File: config.mk
export PLATFORM = sky130hd
export DESIGN_NAME = nibbler_ctrl
export DESIGN_NICKNAME = d
export VERILOG_FILES = /design/src/rtl/nibbler_ctrl.sv
export SDC_FILE = /design/constraint.sdc
export NUM_CORES = 1
export LEC_CHECK = 0
export ABC_AREA = 1
export CORE_MARGIN = 4
export CORE_UTILIZATION = 39
export DETAILED_ROUTE_END_ITERATION = 16
export PLACE_DENSITY_LB_ADDON = 0.3
export SLEW_MARGIN = 40
export SYNTH_ARGS = -nofsm -noshare
export SYNTH_HDL_FRONTEND = slang
export SYNTH_SLANG_ARGS = --single-unit
File: constraint.sdc
create_clock -name clock -period 1.6 [get_ports clock]
set_clock_uncertainty 0.2 [all_clocks]
set_input_delay 0.16 -clock clock [delete_from_list [all_inputs] [get_ports clock]]
set_output_delay 0.16 -clock clock [all_outputs]
set_load 0.02 [all_outputs]
File: src/rtl/nibbler_ctrl.sv
// Nibbler fetch/execute sequencer with run/hold handshake and registered decode.
// Optional single-step mode: define NIBBLER_STEP_EN to add the step input.
module nibbler_ctrl #(
  parameter int unsigned IDLE_CYCLES = 2,
  parameter int unsigned CNT_W       = 2
) (
  input  logic       clock,
  input  logic       reset,
  input  logic       run,
  input  logic       hold,
`ifdef NIBBLER_STEP_EN
  input  logic       step,
`endif
  input  logic [3:0] instr,
  input  logic       c_flag,
  input  logic       z_flag,
  output logic       phase,
  output logic       ir_load,
  output logic       inc_pc,
  output logic       load_pc,
  output logic       load_a,
  output logic       load_flags,
  output logic [2:0] alu_sel,
  output logic       cs_ram,
  output logic       we_ram,
  output logic       oe_alu,
  output logic       oe_in,
  output logic       oe_oprnd,
  output logic       load_out,
  output logic       busy,
  output logic       held
);

  typedef enum logic [1:0] {
    IDLE  = 2'd0,
    FETCH = 2'd1,
    EXEC  = 2'd2,
    HOLD  = 2'd3
  } state_e;

  typedef struct packed {
    logic       phase;
    logic       ir_load;
    logic       inc_pc;
    logic       load_pc;
    logic       load_a;
    logic       load_flags;
    logic [2:0] alu_sel;
    logic       cs_ram;
    logic       we_ram;
    logic       oe_alu;
    logic       oe_in;
    logic       oe_oprnd;
    logic       load_out;
    logic       busy;
    logic       held;
  } ctl_t;

  localparam logic [CNT_W-1:0] IdleLast = CNT_W'(IDLE_CYCLES - 1);

  state_e           state_q, state_d;
  logic [CNT_W-1:0] cnt_q, cnt_d;
  ctl_t             ctl_q, ctl_d;
  logic             idle_done;
  logic             is_jmp;
  logic             jmp_take;
  logic             two_byte;
  logic             leave_hold;
  logic             stop_after_exec;

`ifdef NIBBLER_STEP_EN
  logic step_q;
  logic step_rise;

  assign step_rise       = step & ~step_q;
  assign leave_hold      = ~hold & step_rise;
  assign stop_after_exec = 1'b1;

  always_ff @(posedge clock or negedge reset) begin
    if (!reset) begin
      step_q <= 1'b0;
    end else begin
      step_q <= step;
    end
  end
`else
  assign leave_hold      = ~hold;
  assign stop_after_exec = hold;
`endif

  assign idle_done = (cnt_q == IdleLast);

  always_comb begin
    state_d = state_q;
    cnt_d   = '0;
    unique case (state_q)
      IDLE: begin
        cnt_d = idle_done ? cnt_q : cnt_q + 1'b1;
        if (idle_done && run) state_d = FETCH;
      end
      FETCH: state_d = EXEC;
      EXEC: begin
        if (!run) begin
          state_d = IDLE;
        end else if (stop_after_exec) begin
          state_d = HOLD;
        end else begin
          state_d = FETCH;
        end
      end
      HOLD: begin
        if (leave_hold) state_d = FETCH;
      end
      default: state_d = IDLE;
    endcase
  end

  always_comb begin
    is_jmp   = 1'b0;
    jmp_take = 1'b0;
    unique case (instr)
      4'b0000: begin is_jmp = 1'b1; jmp_take = c_flag;  end
      4'b0001: begin is_jmp = 1'b1; jmp_take = ~c_flag; end
      4'b1000: begin is_jmp = 1'b1; jmp_take = z_flag;  end
      4'b1001: begin is_jmp = 1'b1; jmp_take = ~z_flag; end
      4'b1100: begin is_jmp = 1'b1; jmp_take = 1'b1;    end
      default: ;
    endcase
  end

  assign two_byte = instr inside {4'b0000, 4'b0001, 4'b0011,
                                  4'b0110, 4'b0111, 4'b1000,
                                  4'b1001, 4'b1011, 4'b1100,
                                  4'b1111};

  // Decode for the state being entered so outputs are flop-driven.
  always_comb begin
    ctl_d = '0;
    unique case (state_d)
      IDLE: ;
      FETCH: begin
        ctl_d.ir_load = 1'b1;
        ctl_d.inc_pc  = 1'b1;
        ctl_d.busy    = 1'b1;
      end
      EXEC: begin
        ctl_d.phase   = 1'b1;
        ctl_d.busy    = 1'b1;
        ctl_d.load_pc = is_jmp & jmp_take;
        ctl_d.inc_pc  = two_byte & ~(is_jmp & jmp_take);
        unique case (instr)
          4'b0010: begin
            ctl_d.oe_oprnd   = 1'b1;
            ctl_d.alu_sel    = 3'b001;
            ctl_d.load_flags = 1'b1;
          end
          4'b0011: begin
            ctl_d.cs_ram     = 1'b1;
            ctl_d.alu_sel    = 3'b001;
            ctl_d.load_flags = 1'b1;
          end
          4'b0100: begin
            ctl_d.oe_oprnd = 1'b1;
            ctl_d.alu_sel  = 3'b010;
            ctl_d.load_a   = 1'b1;
          end
          4'b0101: begin
            ctl_d.oe_in   = 1'b1;
            ctl_d.alu_sel = 3'b010;
            ctl_d.load_a  = 1'b1;
          end
          4'b0110: begin
            ctl_d.cs_ram  = 1'b1;
            ctl_d.alu_sel = 3'b010;
            ctl_d.load_a  = 1'b1;
          end
          4'b0111: begin
            ctl_d.cs_ram  = 1'b1;
            ctl_d.we_ram  = 1'b1;
            ctl_d.oe_alu  = 1'b1;
            ctl_d.alu_sel = 3'b000;
          end
          4'b1010: begin
            ctl_d.oe_oprnd   = 1'b1;
            ctl_d.alu_sel    = 3'b011;
            ctl_d.load_a     = 1'b1;
            ctl_d.load_flags = 1'b1;
          end
          4'b1011: begin
            ctl_d.cs_ram     = 1'b1;
            ctl_d.alu_sel    = 3'b011;
            ctl_d.load_a     = 1'b1;
            ctl_d.load_flags = 1'b1;
          end
          4'b1101: begin
            ctl_d.oe_alu   = 1'b1;
            ctl_d.alu_sel  = 3'b000;
            ctl_d.load_out = 1'b1;
          end
          4'b1110: begin
            ctl_d.oe_oprnd   = 1'b1;
            ctl_d.alu_sel    = 3'b100;
            ctl_d.load_a     = 1'b1;
            ctl_d.load_flags = 1'b1;
          end
          4'b1111: begin
            ctl_d.cs_ram     = 1'b1;
            ctl_d.alu_sel    = 3'b100;
            ctl_d.load_a     = 1'b1;
            ctl_d.load_flags = 1'b1;
          end
          default: ;
        endcase
      end
      HOLD: begin
        ctl_d.phase = 1'b1;
        ctl_d.held  = 1'b1;
      end
      default: ;
    endcase
  end

  always_ff @(posedge clock or negedge reset) begin
    if (!reset) begin
      state_q <= IDLE;
      cnt_q   <= '0;
      ctl_q   <= '0;
    end else begin
      state_q <= state_d;
      cnt_q   <= cnt_d;
      ctl_q   <= ctl_d;
    end
  end

  assign phase      = ctl_q.phase;
  assign ir_load    = ctl_q.ir_load;
  assign inc_pc     = ctl_q.inc_pc;
  assign load_pc    = ctl_q.load_pc;
  assign load_a     = ctl_q.load_a;
  assign load_flags = ctl_q.load_flags;
  assign alu_sel    = ctl_q.alu_sel;
  assign cs_ram     = ctl_q.cs_ram;
  assign we_ram     = ctl_q.we_ram;
  assign oe_alu     = ctl_q.oe_alu;
  assign oe_in      = ctl_q.oe_in;
  assign oe_oprnd   = ctl_q.oe_oprnd;
  assign load_out   = ctl_q.load_out;
  assign busy       = ctl_q.busy;
  assign held       = ctl_q.held;

endmodule

Word level (Yosys, flattened, before mapping)
Cells that the tools add are included.

word-level totals
  register bits after elaboration = 21
  bits of input ports = 10
  output and inout bits = 17
  word-level logic and storage cells = 86

cells by class
  $add $sub $neg = 1
  equal/unequal tests = 23
  muxes and demuxes = 24
  bitwise logic cells = 5
  reduce and logical (&&, ||, !) cells = 16

operators by type and width
  operator               count
  $eq A4 B4 Y1 const B   8
  $eq A4 B3 Y1 const B   4
  $mux W1                13
  $mux W12               1
  $mux W2                6
  $pmux W3 S4            1
  $reduce_or A2 Y1       6
  $reduce_bool A10 Y1    1
  $reduce_or A5 Y1       2
  $eq A2 B2 Y1 const B   4
  $eq A4 B2 Y1 const B   2
  $pmux W2 S4            1
  $reduce_or A7 Y1       1
  $eq A2 B1 Y1 const B   3
  $reduce_or A6 Y1       1
  $pmux W1 S5            1
  $eq A4 B1 Y1 const B   1
  $logic_not A4 Y1       1
  $reduce_or A4 Y1       1
  $not A1 Y1             3
  $reduce_or A3 Y1       1
  $add A2 B1 Y2 const B  1
  $and A1 B1 Y1          2
  $logic_not A2 Y1       1
  other kinds (3)        3

Logic depth before layout (Yosys ltp)
  depth in word-level cells = 7
  depth in mapped cells = 10
  mapped depth without buffers = 10

Worst setup path after synthesis
No wires, ideal clock.

  path kind = register to register
  start point = register phase (netlist name)
  end point = register ctl_q, in the netlist alu_sel[1]
  setup time = 0.095 ns
  arrival = 1.461 ns
  data required time = 1.305 ns
  slack = -0.157 ns
  cell stages (with the launch flop) = 6
  buffers on the path = 0
  clock period less this slack = 1.757 ns
  cell sequence = dfrtp_1 nor2_1 nor3_1 ha_1 nand2_1 o31ai_1

RTL lines
  element               RTL line  source
  end signal, assigned  231       ctl_q <= ctl_d;
  end, declared         63        ctl_t ctl_q, ctl_d;

==> flow_summary.yaml <==
outcome:
  status: "complete, but fails checks"
  violations: "negative setup slack"
cts:
  clock_latency_ns: 0.29
  cts-root-buf: "clkbuf_4"
  numCtsBuffers: 3
  clock_sinks: 20
  cts_tree: "yes"
  clkTransAtPathRegs_ns: 0.10
  clockBufferDepth: 2
  htree_levels: 1
timing:
  clock.fmax_ghz: 0.571
  final-max-slew-violation-count: 0
  min_period_ns: 1.75
  hold_viol: 0
  rsz0062_at_grt: "yes"
  setup_tns_ns: -0.502
  finalSetupViolations: 7
  fin_crit_sh_pct: 109
  max-slew-margin-rel_pct: 73.1
  final.setup.worst_slack_ns: -0.150
  worst_slew_pin_slew_ns: 0.401
critical_path:
  path_max_fanout: 5
  arrival_ns: 1.72
  crit_type: "register to register"
  path_cells: "inv_1, ha_2, inv_2, nor2_4, o22ai_4, ha_4, o211ai_1, o31ai_4"
  critPathCaptureType: "register"
  critPathMaxStageDelay_ns: 0.39
  critPathBufInv: 2
  cp.required_ns: 1.57
  path_delay_family: "compound AO/OA/AOI/OAI gates"
  start_kind: "register"
  cp_slowest_cell: "dfrtp_1"
floorplan:
  pin_count: 27
  fp.dieH_um: 54.1
  core-area_um2: 1980
  rows: 16
  start_util_pct: 41.9
  dieArea_um2: 2930
  dieWidth_um: 54.1
synthesis:
  yosysSeqAreaShare_pct: 60.3
  synth_area_um2: 830
  yosysUniqueCellTypes: 18
  yosys_warnings: 0
  synthCells: 84
  avgSynthCellArea_um2: 9.88
  syn_nets: 98
  synth_seq_cells: 20
layout:
  final_common_cell: "dfrtp_1"
  fin_cells: 152
  final_util_pct: 68.9
  num_antenna_cells: 0
  mostFrequentLayoutCells: "dfrtp_1 (18), nand2_1 (11), dlygate4sd2_1 (11)"
  final_nets: 140
  drive_above_1_share_pct: 32.8
  syn_to_final_growth_pct: 64.6
drt:
  drt_iter0_drc: 7
  dr.pass1.iters: 3
  wl_per_cell_um: 13.0
  drt_wl_total_mm: 1.98
  drt_drc_violations_left: 0
  viasPerCell: 4.74
  num_vias: 720
  postRouteAntennaNets: 0
power_and_ir_drop:
  leakagePower_nw: 0.771
  max-vdd-ir-drop_mv: 1.22
  total_power_w: 0.00197
  power.density_nw_per_um2: 1440
worst_hold_path:
  hp-class: "primary input to register"
global_routing:
  grt_pass1_vias: 726
  grt_pass1_wl_mm: 3.11
  antenna_found_initial: 0
  grt_max_degree: 21
  grt_overflow_total: 0
  grtUsageTotal_pct: 15.2
placement:
  io_buffers: 26
  gp_congestion: 0.801
  place.detailed.instances: 143
  dp_slack_ns: -0.239
  dp_hpwl_mm: 1.32
flow_run:
  cap_violations: 0
worst register-to-register path, stage by stage (launching register included):
cell and delay, ns:
dfrtp_1 0.39, inv_1 0.07, ha_2 0.20, inv_2 0.05, nor2_4 0.09, o22ai_4 0.08, ha_4 0.20, o211ai_1 0.20
o31ai_4 0.14
cells in the mapped netlist (all sizes together):
cell type	instances	share of area (%)
ha	4	6.0
nor2	11	5.3
a21oi	6	4.1
dfrtp	20	60
nand2	14	6.9
o21ai	2	1.2
nand3	4	3.0
nor3	2	1.2
o211ai	1	0.91
o31ai	2	1.8
inv	15	6.8
o22ai	2	1.5
nand3b	1	0.91
state kept, by name, indices dropped and copies added, names as in the netlist:
signal and count:
phase 1, oe_in 1, held 1, alu_sel 3
state_q 1, ir_load 1, cs_ram 1, cnt_q 2
inc_pc 1, oe_oprnd 1, oe_alu 1, load_out 1
load_pc 1, we_ram 1, load_a 1, load_flags 1
busy 1
worst paths after layout:
check | from | to | slack, ns | cells after the start
hold reg to reg | cnt_q[0] | cnt_q[0] | 0.35 | 2
min in group asynchronous | reset | cnt_q[1] | 0.57 | 3
setup / recovery | cnt_q[1] | load_a | -0.15 | 8
max in group asynchronous | reset | phase | 0.40 | 3
setup reg to reg | cnt_q[1] | load_a | -0.15 | 8
hold / removal | instr[0] | we_ram | 0.34 | 3
timing repair:
action / in CTS / in global routing
pin swaps: 7 / 5
cloned: 0 / 0
buffers inserted: 2 / 2
hold endpoints to repair: 20 / 0
resized for setup: 20 / 21
hold buffers: 1 / 0
setup endpoints to repair: 26 / 21
power breakdown:
group          switching [W]  internal (W)
clock network       0.000144     0.0000970
registers          0.0000709      0.000631
logic               0.000560      0.000467
per-layer routing:
metal / track usage [%] / wire [um] / part of all wire, %
met1: 16.7 / 749 / 38
met2: 26.5 / 1110 / 56
met3: 3.05 / 63 / 3.2
met4: 9.54 / 61 / 3.1
met5: 0 / 0 / 0
kinds of logic after synthesis:
logic type | share of synthesized area, %
and+or+nand+nor | 17.3
DFF | 60.3
buffers and inverters | 6.79
AOI/OAI and AO/OA | 9.50
adders and majority gates | 6.03
stage by stage:
stage	instance area, um^2	hold WS [ns]
2_1_floorplan	843	-0.336
3_3_place_gp	1180	0.316
3_5_place_dp	1180	0.323
4_1_cts	1280	0.311
5_1_grt	1370	0.329
6_report	1370	0.337
layout make-up:
| type | count | area (um^2) |
|---|---|---|
| Fill cell | 146 | 617 |
| Sequential cell | 20 | 503 |
| Multi-Input combinational cell | 49 | 395 |
| Timing Repair Buffer | 37 | 350 |
| Inverter | 15 | 56.3 |
| Tap cell | 27 | 33.8 |
| Clock buffer | 4 | 26.3 |
Power figures use the tool's default switching activity.
